`src/rtl/alu_result_narrower.sv`:
```
// Saturates signed Q16.8 ALU results to Q8.8 and buffers them in a small valid/ready FIFO.
// Optional same-cycle bypass when empty is enabled by defining ALU_RES_BYPASS_EN.
module alu_result_narrower #(
    parameter int DEPTH = 4,
    parameter int IN_W  = 24,
    parameter int OUT_W = 16,
    parameter int CNT_W = 8
) (
    input  logic                       clk,
    input  logic                       rst,
    input  logic                       in_valid,
    output logic                       in_ready,
    input  logic [IN_W-1:0]            in_data,
    input  logic                       in_ovf,
    input  logic [1:0]                 in_op,
    output logic                       out_valid,
    input  logic                       out_ready,
    output logic [OUT_W-1:0]           out_data,
    output logic [1:0]                 out_flags,
    output logic [1:0]                 out_op,
    output logic [$clog2(DEPTH):0]     count,
    output logic                       sticky_ovf,
    input  logic                       clr_sticky,
    output logic [CNT_W-1:0]           sat_cnt
);

    localparam int AW = $clog2(DEPTH);
    localparam int CW = AW + 1;
    localparam int EW = OUT_W + 4;
    localparam logic signed [IN_W-1:0] SAT_MAX = IN_W'((1 << (OUT_W - 1)) - 1);
    localparam logic signed [IN_W-1:0] SAT_MIN = ~SAT_MAX;

    logic [OUT_W-1:0] nar_data;
    logic             nar_sat;
    logic [EW-1:0]    nar_entry;
    logic [EW-1:0]    mem [DEPTH];
    logic [EW-1:0]    last_entry;
    logic [EW-1:0]    out_entry;
    logic [AW-1:0]    rd_ptr;
    logic [AW-1:0]    wr_ptr;
    logic             empty;
    logic             push;
    logic             bypass;
    logic             wr_en;
    logic             pop;

    always_comb begin
        nar_data = in_data[OUT_W-1:0];
        nar_sat  = 1'b0;
        if ($signed(in_data) > SAT_MAX) begin
            nar_data = {1'b0, {(OUT_W-1){1'b1}}};
            nar_sat  = 1'b1;
        end else if ($signed(in_data) < SAT_MIN) begin
            nar_data = {1'b1, {(OUT_W-1){1'b0}}};
            nar_sat  = 1'b1;
        end
    end

    assign nar_entry = {nar_data, nar_sat, in_ovf, in_op};
    assign empty     = (count == '0);
    assign in_ready  = (count < CW'(DEPTH));
    assign push      = in_valid && in_ready;

`ifdef ALU_RES_BYPASS_EN
    assign bypass = empty && in_valid && out_ready;
`else
    assign bypass = 1'b0;
`endif

    // A bypassed result counts as pushed and popped at once, so it never touches storage.
    assign wr_en     = push && !bypass;
    assign pop       = !empty && out_ready;
    assign out_valid = !empty || bypass;

    // When empty the outputs fall back to the last entry that left the block.
    always_comb begin
        out_entry = last_entry;
        if (bypass) begin
            out_entry = nar_entry;
        end else if (!empty) begin
            out_entry = mem[rd_ptr];
        end
    end

    assign out_data  = out_entry[EW-1:4];
    assign out_flags = out_entry[3:2];
    assign out_op    = out_entry[1:0];

    always_ff @(posedge clk or posedge rst) begin
        if (rst) begin
            for (int i = 0; i < DEPTH; i++) begin
                mem[i] <= '0;
            end
            wr_ptr <= '0;
        end else if (wr_en) begin
            mem[wr_ptr] <= nar_entry;
            wr_ptr      <= wr_ptr + 1'b1;
        end
    end

    always_ff @(posedge clk or posedge rst) begin
        if (rst) begin
            rd_ptr     <= '0;
            last_entry <= '0;
        end else if (bypass) begin
            last_entry <= nar_entry;
        end else if (pop) begin
            last_entry <= mem[rd_ptr];
            rd_ptr     <= rd_ptr + 1'b1;
        end
    end

    always_ff @(posedge clk or posedge rst) begin
        if (rst) begin
            count <= '0;
        end else if (wr_en && !pop) begin
            count <= count + 1'b1;
        end else if (pop && !wr_en) begin
            count <= count - 1'b1;
        end
    end

    // Setting wins over clearing so an event in the clear cycle is never lost.
    always_ff @(posedge clk or posedge rst) begin
        if (rst) begin
            sticky_ovf <= 1'b0;
        end else if (push && (nar_sat || in_ovf)) begin
            sticky_ovf <= 1'b1;
        end else if (clr_sticky) begin
            sticky_ovf <= 1'b0;
        end
    end

    always_ff @(posedge clk or posedge rst) begin
        if (rst) begin
            sat_cnt <= '0;
        end else if (push && nar_sat && (sat_cnt != '1)) begin
            sat_cnt <= sat_cnt + 1'b1;
        end
    end

endmodule

```
`config.mk`:
```
export PLATFORM = sky130hd
export DESIGN_NAME = alu_result_narrower
export DESIGN_NICKNAME = d
export VERILOG_FILES = /design/src/rtl/alu_result_narrower.sv
export SDC_FILE = /design/constraint.sdc
export NUM_CORES = 1
export LEC_CHECK = 0
export ABC_AREA = 1
export CORE_ASPECT_RATIO = 0.6
export CORE_UTILIZATION = 56
export DETAILED_ROUTE_END_ITERATION = 10
export HOLD_SLACK_MARGIN = 0.03
export PLACE_DENSITY = 0.8
export SKIP_LAST_GASP = 1
export SLEW_MARGIN = 20
export SYNTH_ARGS = -nofsm -noshare
export SYNTH_HDL_FRONTEND = slang
export SYNTH_SLANG_ARGS = --single-unit
```
`constraint.sdc`:
```
create_clock -name clk -period 5.8 [get_ports clk]
set_input_delay 1.45 -clock clk [delete_from_list [all_inputs] [get_ports clk]]
set_output_delay 1.45 -clock clk [all_outputs]
set_load 0.02 [all_outputs]
```
### Word level (Yosys, flattened, before mapping)

Index checks and enable logic that the tools add are counted.

* bitwise logic cells: 2
* order comparisons: 6
* $add $sub $neg: 5
* multiplexer cells: 15
* eq/ne operators: 1
* reductions and logical operators: 15

Operators with widths (number)
* 80-bit bitwise mux: 1
* 20-bit 2-to-1 mux: 4
* 20-bit binary-select mux with 2-bit select: 1
* 20-bit demux with 2-bit select: 1
* 16-bit 2-to-1 mux: 2
* 24-bit by 16-bit greater-than comparator with 1-bit output (second input constant): 1
* 24-bit by 16-bit less-than comparator with 1-bit output (second input constant): 1
* 8-bit by 1-bit adder with 8-bit output (second input constant): 1
* 1-bit logical AND: 8
* 8-bit inequality test (second input constant): 1
* 3-bit >= comparator (second input constant): 2
* 3-bit 2-to-1 mux: 2
* 2-bit NOT with 3-bit output: 2
* 2-bit by 1-bit adder with 2-bit output (second input constant): 2
* 1-bit 2-to-1 mux: 4
* 2-bit nonzero test: 2
* 3-bit by 1-bit adder with 3-bit output (second input constant): 1
* 1-bit zero test: 3
* 3-bit zero test: 1
* 3-bit by 1-bit less-than comparator with 1-bit output (second input constant): 1
* 3-bit less-than comparator (second input constant): 1
* 3-bit by 1-bit subtractor with 3-bit output (second input constant): 1
* 1-bit logical OR: 1

* flip-flop bits (word level): 116
* input bits: 32
* output and inout bits: 34

### Depth between registers and ports, before layout

Gate-level depths: netlist of the first run.

* word-level depth: 6
* gate-level depth with buffers: 10

### Least setup slack after synthesis of the first run

OpenSTA, ideal clock, no wires.

* path kind: flip-flop to output port
* start: register count[2]
* end: output port out_data[10]
* required time: 4.350 ns
* buffers on the path: 1
* arrival time: 1.634 ns
* setup slack: 2.716 ns
* stages on the path, launching flop included: 6
* cells stage by stage: dfrtp_1 inv_2 nand2_1 inv_1 clkbuf_1 o21ai_0

* word-level cells in the longest chain between the ends: 2

RTL lines
* from (decl): line 21 `output logic [$clog2(DEPTH):0] count,`
* from (signal assigned): line 117 `count <= count + 1'b1;`
* from (signal assigned): line 119 `count <= count - 1'b1;`
* 3-bit zero test: line 60 `assign empty = (count == '0);`
* 20-bit 2-to-1 mux: line 80 `end else if (!empty) begin`
* to (decl): line 18 `output logic [OUT_W-1:0] out_data,`

No other way between the ends.

### Worst setup path after layout of the first run

* start: register rd_ptr[0]
* end: output port out_data[7]

* word-level cells in the longest chain between the ends: 5

RTL lines
* from (decl): line 39 `logic [AW-1:0] rd_ptr;`
* from (signal assigned): line 109 `rd_ptr <= rd_ptr + 1'b1;`
* 2-bit NOT with 3-bit output (implied by the code): line 81 `out_entry = mem[rd_ptr];`
* 20-bit binary-select mux with 2-bit select: line 81
* 20-bit 2-to-1 mux (implied by the code) (2 in series): line 81
* 20-bit 2-to-1 mux: line 80

No other way between the ends. The select of a mux whose other input is x is not followed.

==> parameters.txt, run 1 <==
Parameter                              Value

Power and ir drop
  Power per Cell Area    roughly 630 nW/µm²
  Static power due to leakage    around 3.3 nW
  Peak VDD IR    389 µV

Die
  CORE AREA    around 10000 µm²
  Die Y    80.9 µm
  Horiz. Die Dim    approximately 130 µm
  Initial Util    0.583
  # rows    28
  DIE AREA    ~11,000 µm²
  Top-Level Pins    66

Timing
  Clock skew    7.05 ps
  Tightest slew margin relative to the limit    0.312
  Final period util    0.742
  Post-route setup TNS    0 ps
  Post-layout minimum cycle time    roughly 4300 ps
  Highest Clock Rate    about 0.23 GHz
  Max-slew violation total from the final report    0
  Setup-violating endpoint count in the final report    0
  Unrepaired setup endpoints after global routing    no
  Hold Worst Slack    approximately 480 ps
  Final count of hold timing violations    0
  Slew at the pin closest to its max-slew limit    1030 ps

Logic synthesis
  Number of instances in the synthesized netlist    between 700 and 800
  Synth Flop Type    sky130_fd_sc_hd__dfrtp_1
  Async S/R FF share, synth    1.00
  Yosys warning count    0
  Cell area after synthesis    5800 µm²
  Number of synthesized flops with an enable pin    0
  Fraction of the mapped netlist area in compound gates    0.144
  Top post-synthesis cells by area    sky130_fd_sc_hd__dfrtp_1 50%, sky130_fd_sc_hd__nand2_1 19%, sky130_fd_sc_hd__o21ai_0 8.7%, sky130_fd_sc_hd__a21oi_1 3.0%, sky130_fd_sc_hd__inv_1 2.7%
  Portion of the post-synthesis area used by sequential elements    0.500
  Synthesized-area fraction occupied by xor and xnor cells    0.0106
  Multiplexer share of the synthesized area    0.0194
  Count of cell types in the netlist    30
  Area share of and/or/nand/nor cells after synthesis    0.237
  Number of register bits inferred by synthesis    116
  Top-count cell post-synth    sky130_fd_sc_hd__nand2_1
  Synth Area in Adders    0.0164
  Cell type with the highest aggregate area in the netlist    sky130_fd_sc_hd__dfrtp_1
  Avg Synthesized Cell Area    between 8 and 9 µm²
  Net count of the mapped netlist    ~760
  Fraction of post-synthesis cell area in the top cell type by area    0.500
  Dominant combinational cell family by area after synthesis    simple AND/OR/NAND/NOR gates
  Commonest cells in the netlist    289 x sky130_fd_sc_hd__nand2_1, 116 x sky130_fd_sc_hd__dfrtp_1, 101 x sky130_fd_sc_hd__o21ai_0

Drt
  1st-pass router iterations    6
  Met1 wire length    approximately 7000 µm
  Number of DRC violations after detailed-routing iteration 0    738
  Wire length per cell    16.6 µm
  Final WL    ~15,000 µm
  Count of nets left with antenna violations after detail routing    0
  Uppermost metal layer occupied by signal nets    met4
  Number of vias per cell after detailed routing    between 5 and 6
  Met3 Wirelength    roughly 1900 µm
  Vias after detailed routing    just over 5,000
  Routed wl met2    6280 µm
  Number of DRC violations after detailed routing    0

Setup path
  Crit path kind    flip-flop to primary output
  Required arrival time at the worst endpoint    between 4000 and 5000 ps
  Max Fanout on Critical Path    between 40 and 50
  Data arrival time at the worst-slack endpoint    2850 ps
  Type of origin of the critical path    flip-flop
  Nature of the critical path endpoint    primary output

Clock tree
  CTS tree    yes
  H-tree levels    4
  Root cell of the clock tree    sky130_fd_sc_hd__clkbuf_16
  Clock latency reported for the late side of the worst-skew pair    between 400 and 500 ps
  Clock tree buffer depth    2
  Total clock buffers created by CTS    17
  CTS Hold Bufs    0
  Clock-pin slew on the worst setup and hold paths    roughly 60 ps
  Total clock sinks    116
  Count of cells resized by post-cts repair    0
  Setup fix buffers added after clock tree synthesis    0

Global route
  Total routing resource utilization after global routing    0.305
  Number of global-route vias before repair    4,686
  Overflow after GRT    0
  Global-route wire length before repair    about 25,000 µm
  Maximum number of pins on one net before global-route repair    between 80 and 90
  Number of antenna violations at the first check in global routing    0

Run status
  Status    finished, final reports clean

Layout
  Cell Count, Final, Fillers Out    approximately 920
  Proportion of layout cells with a drive suffix above 1    0.0941
  Final Instance Area    around 7000 µm²
  Number of nets in the final layout    between 800 and 900
  Synthesis-to-layout area growth    21.0%
  Inserted Diodes    0

Placement
  Post-DP HPWL    roughly 10,000 µm
  Dpl cells    890
  RePlAce Congestion    approximately 0.86
  Number of port buffers    65
  Placed Instance Area    roughly 6400 µm²

Min path
  Type of the tightest min-delay check    flip-flop to flip-flop

Flow run
  Number of max-capacitance violations reported    0
## placed cells by master (no fill, tap or decap), types with 10 or more instances in the layout
cell and n:
sky130_fd_sc_hd__nand3_1 16, sky130_fd_sc_hd__nand2_2 12, sky130_fd_sc_hd__a21oi_1 35, sky130_fd_sc_hd__clkbuf_16 17
sky130_fd_sc_hd__clkdlybuf4s50_1 65, sky130_fd_sc_hd__dfrtp_1 116, sky130_fd_sc_hd__nand2_1 289, sky130_fd_sc_hd__nor2_1 11
sky130_fd_sc_hd__o21ai_0 101, sky130_fd_sc_hd__inv_1 40, sky130_fd_sc_hd__mux2_2 10, sky130_fd_sc_hd__o21ai_1 18
## per-layer routing
layer | track usage | up-vias
met3 | 0.0930 | 19
met5 | 0 | -
met1 | 0.456 | 2461
met4 | 0.103 | 0
li1 | - | 2414
met2 | 0.418 | 288
## critical path, stage by stage, from the launching register on
cell and delay [ps]:
sky130_fd_sc_hd__dfrtp_1 630, sky130_fd_sc_hd__inv_4 300, sky130_fd_sc_hd__o21ai_0 540, sky130_fd_sc_hd__a21oi_1 170
sky130_fd_sc_hd__o21ai_1 160, sky130_fd_sc_hd__clkdlybuf4s50_1 630
## stage by stage
stage | utilization | setup slack [ps] | total power [mW]
2_1_floorplan | - | 1280 | 2.59
3_3_place_gp | 0.645 | 2110 | 3.19
3_5_place_dp | 0.645 | 2050 | 3.27
4_1_cts | 0.705 | 1600 | 4.36
5_1_grt | 0.706 | 1380 | 4.65
6_report | 0.706 | 1500 | 4.39
## flip-flops by register name, summed over array words and instances (netlist names)
register / flops
mem: 80
rd_ptr: 2
count: 3
last_entry: 20
sat_cnt: 8
sticky_ovf: 1
wr_ptr: 2
## power by group
part | switching, mW | leakage, nW | total, mW | internal (mW)
Sequential | 0.252 | 1.43 | 1.44 | 1.19
Combinational | 1.18 | 1.59 | 1.89 | 0.716
Clock | 0.358 | 0.294 | 1.06 | 0.702
Total | 1.78 | 3.32 | 4.39 | 2.60
## final timing paths
path | startpoint | end | slack, ps | cells past startpoint
setup reg to reg | wr_ptr[1]$_DFFE_PP0P_ | mem[41]$_DFFE_PP0P_ | 3400 | 5
hold reg to reg | mem[37]$_DFFE_PP0P_ | mem[37]$_DFFE_PP0P_ | 480 | 2
setup / recovery | rd_ptr[0]$_DFFE_PP0P_ | out_data[7] | 1500 | 5
max in group asynchronous | rst | mem[50]$_DFFE_PP0P_ | 3280 | 3
min in group asynchronous | rst | count[2]$_DFFE_PP0P_ | 1550 | 2
hold / removal | mem[37]$_DFFE_PP0P_ | mem[37]$_DFFE_PP0P_ | 480 | 2
## kinds of logic after synthesis
kind of cell,Yosys count
flip-flops,116
adder cells (fa/ha/maj),7
AO/OA/AOI/OAI,160
buffers and inverters,85
AND/OR/NAND/NOR,339
XOR/XNOR,7
multiplexers,10
## area by class of cell
class	instances	area, µm²
Fill cell	768	2930
Sequential cell	116	2900
Multi-Input combinational cell	523	2480
Timing Repair Buffer	71	696
Clock buffer	21	470
Inverter	45	176
Tap cell	135	169
Clock inverter	10	130
Power figures use the tool's default switching activity.
==> run 2, diff against run 1 <==
==> constraint.sdc (replaced) <==
create_clock -name clk -period 4.3 [get_ports clk]
set_input_delay 1.075 -clock clk [delete_from_list [all_inputs] [get_ports clk]]
set_output_delay 1.075 -clock clk [all_outputs]
set_load 0.02 [all_outputs]
==> run 2 against run 1 <==
Compared with the run above: wire length shrank 5.0%; register-to-register slack lost 1400 ps; critical path depth grew 1; count of clock-buffer cells in the layout grew 2; total power grew 36%; worst setup slack lost 970 ps; combinational power grew 37%; worst hold slack lost 1.1 ps; non-clock buffer count grew 1; core utilization grew 0.45 points; global-route usage shrank 1.5 points; highest routed layer unchanged.
==> parameters.txt, run 2 (synthesis gave the netlist of run 1 again) <==
Parameter                              Value

Clock tree
  Clock tree buffer depth    2 (unchanged)
  Total clock buffers created by CTS    17 (unchanged)
  Setup fix buffers added after clock tree synthesis    0 (unchanged)
  Total clock sinks    116 (unchanged)
  Clock-pin slew on the worst setup and hold paths    50 ps (was 60 ps)
  CTS Hold Bufs    0 (unchanged)
  CTS tree    yes (unchanged)
  H-tree levels    4 (unchanged)
  Root cell of the clock tree    sky130_fd_sc_hd__clkbuf_16 (unchanged)
  Count of cells resized by post-cts repair    0 (unchanged)
  Clock latency reported for the late side of the worst-skew pair    420 ps (about the same)

Setup path
  Type of origin of the critical path    flip-flop (unchanged)
  Data arrival time at the worst-slack endpoint    2690 ps (was 2850 ps)
  Max Fanout on Critical Path    40 (was 48)
  Nature of the critical path endpoint    primary output (unchanged)
  Required arrival time at the worst endpoint    3220 ps (was 4350 ps)
  Crit path kind    flip-flop to primary output (unchanged)

Drt
  Number of vias per cell after detailed routing    5.43 (was 5.63)
  Vias after detailed routing    5,008 (was 5,182)
  Final WL    14,500 µm (was 15,300 µm)
  Number of DRC violations after detailed-routing iteration 0    353 (was 738)
  Number of DRC violations after detailed routing    0 (unchanged)
  Count of nets left with antenna violations after detail routing    0 (unchanged)
  Wire length per cell    15.8 µm (was 16.6 µm)
  1st-pass router iterations    5 (was 6)

Power and ir drop
  Static power due to leakage    3.34 nW (was 3.32 nW)
  Peak VDD IR    640 µV (was 389 µV)
  Power, Total    5.95 mW (was 4.39 mW)
  Power per Cell Area    842 nW/µm² (was 625 nW/µm²)

Layout
  Inserted Diodes    0 (unchanged)
  Flip-flop count of the largest register after layout    80 (unchanged)
  Filler Cell Count    735 (was 768)
  Registers with the most flip-flops    mem x80, last_entry x20, sat_cnt x8 (unchanged)
  Synthesis-to-layout area growth    21.8% (was 21.0%)
  Proportion of layout cells with a drive suffix above 1    0.0939 (was 0.0941)
  Commonest non-fill, non-tap cells in the layout    289 x sky130_fd_sc_hd__nand2_1, 116 x sky130_fd_sc_hd__dfrtp_1, 101 x sky130_fd_sc_hd__o21ai_0 (unchanged)
  Most common library cell in the layout ignoring fill and taps    sky130_fd_sc_hd__nand2_1 (unchanged)
  Fraction of the core area covered by cells at the end of the flow    0.710 (was 0.706)
  Number of nets in the final layout    814 (was 813)
  Register area    2900 µm² (unchanged)
  Final Instance Area    7070 µm² (was 7020 µm²)
  Multi-input logic area    2480 µm² (unchanged)
  Register with the most flip-flops    mem (unchanged)

Timing
  Post-layout minimum cycle time    roughly 3800 ps
  Max-slew violation total from the final report    0 (unchanged)
  Slew at the pin closest to its max-slew limit    904 ps (was 1030 ps)
  Unrepaired setup endpoints after global routing    no (unchanged)
  Final count of hold timing violations    0 (unchanged)
  Hold Worst Slack    481 ps (was 482 ps)
  Highest Clock Rate    about 0.27 GHz
  Clock skew    13.7 ps (was 7.05 ps)
  Setup-violating endpoint count in the final report    0 (unchanged)
  Post-route setup TNS    0 ps (unchanged)
  Final period util    0.876
  Tightest slew margin relative to the limit    0.397 (was 0.312)

Global route
  Busiest layer in global routing    met2 (was met1)
  Global routing met2 resource utilization    0.422 (was 0.418)
  Number of global-route vias before repair    4,715 (was 4,686)
  GR Util met3    0.0855 (was 0.0930)
  Overflow after GRT    0 (unchanged)
  Number of antenna violations at the first check in global routing    0 (unchanged)
  Global-route wire length before repair    23,600 µm (was 24,600 µm)
  Total routing resource utilization after global routing    0.290 (was 0.305)
  Met1 routing resource usage after global routing    0.404 (was 0.456)
  Maximum number of pins on one net before global-route repair    88 (was 84)

Placement
  Post-DP HPWL    9250 µm (was 10,100 µm)
  RePlAce Congestion    0.792 (was 0.856)
  Placed Instance Area    6440 µm² (was 6420 µm²)
  Number of port buffers    65 (unchanged)

Die
  Horiz. Die Dim    133 µm (unchanged)
  Initial Util    0.583 (unchanged)
  # rows    28 (unchanged)
  Die Y    80.9 µm (unchanged)
  Top-Level Pins    66 (unchanged)
  DIE AREA    10,800 µm² (unchanged)
  CORE AREA    9950 µm² (unchanged)

Run status
  Status    finished, final reports clean (unchanged)

Flow run
  Number of max-capacitance violations reported    0 (unchanged)

Min path
  Type of the tightest min-delay check    flip-flop to flip-flop (unchanged)
==> run 2: metrics by stage <==
| stage | worst slack, ps | instances |
|---|---|---|
| floorplan | 153 | 724 |
| global placement | 1130 | 891 |
| detailed placement | 986 | 891 |
| CTS | 533 | 923 |
| global route | 302 | 923 |
| finish | 531 | 923 |
==> run 2: cell type report <==
cell class	count	share of cell area
sequential	116	0.411
multi-input combinational	523	0.351
timing repair buffer	72	0.101
clock buffer	23	0.0676
inverter	45	0.0246
tap	135	0.0239
clock inverter	9	0.0212
==> run 2: path summary, 6_finish.rpt <==
check	slack (ps)	cells after the start	start	end
min in group asynchronous	1010	2	rst	count[1]$_DFFE_PP0P_
max in group asynchronous	2480	3	rst	mem[57]$_DFFE_PP0P_
min reg2reg	480	2	mem[33]$_DFFE_PP0P_	mem[33]$_DFFE_PP0P_
max	530	6	count[0]$_DFFE_PP0P_	out_data[10]
max reg2reg	2040	6	wr_ptr[0]$_DFFE_PP0P_	mem[62]$_DFFE_PP0P_
min	480	2	mem[33]$_DFFE_PP0P_	mem[33]$_DFFE_PP0P_
==> run 2: power by group <==
group / leakage [nW] / internal (mW) / total, mW / switching [mW]
clock: 0.303 / 1.01 / 1.50 / 0.485
combinational: 1.60 / 0.970 / 2.59 / 1.62
sequential: 1.43 / 1.60 / 1.87 / 0.266
total: 3.34 / 3.58 / 5.95 / 2.37
==> run 2: critical path: stages (launching register included) <==
cell	delay (ps)
sky130_fd_sc_hd__dfrtp_1	440
sky130_fd_sc_hd__nor2_1	130
sky130_fd_sc_hd__nand2_1	130
sky130_fd_sc_hd__inv_1	690
sky130_fd_sc_hd__nand2_1	100
sky130_fd_sc_hd__o21ai_0	140
sky130_fd_sc_hd__clkdlybuf4s50_1	650
==> run 2: routing by layer <==
metal / vias up / wire (µm)
met3: 25 / 1240
met2: 215 / 6250
met4: 0 / 244
li1: 2409 / -
met5: - / 0
met1: 2359 / 6810
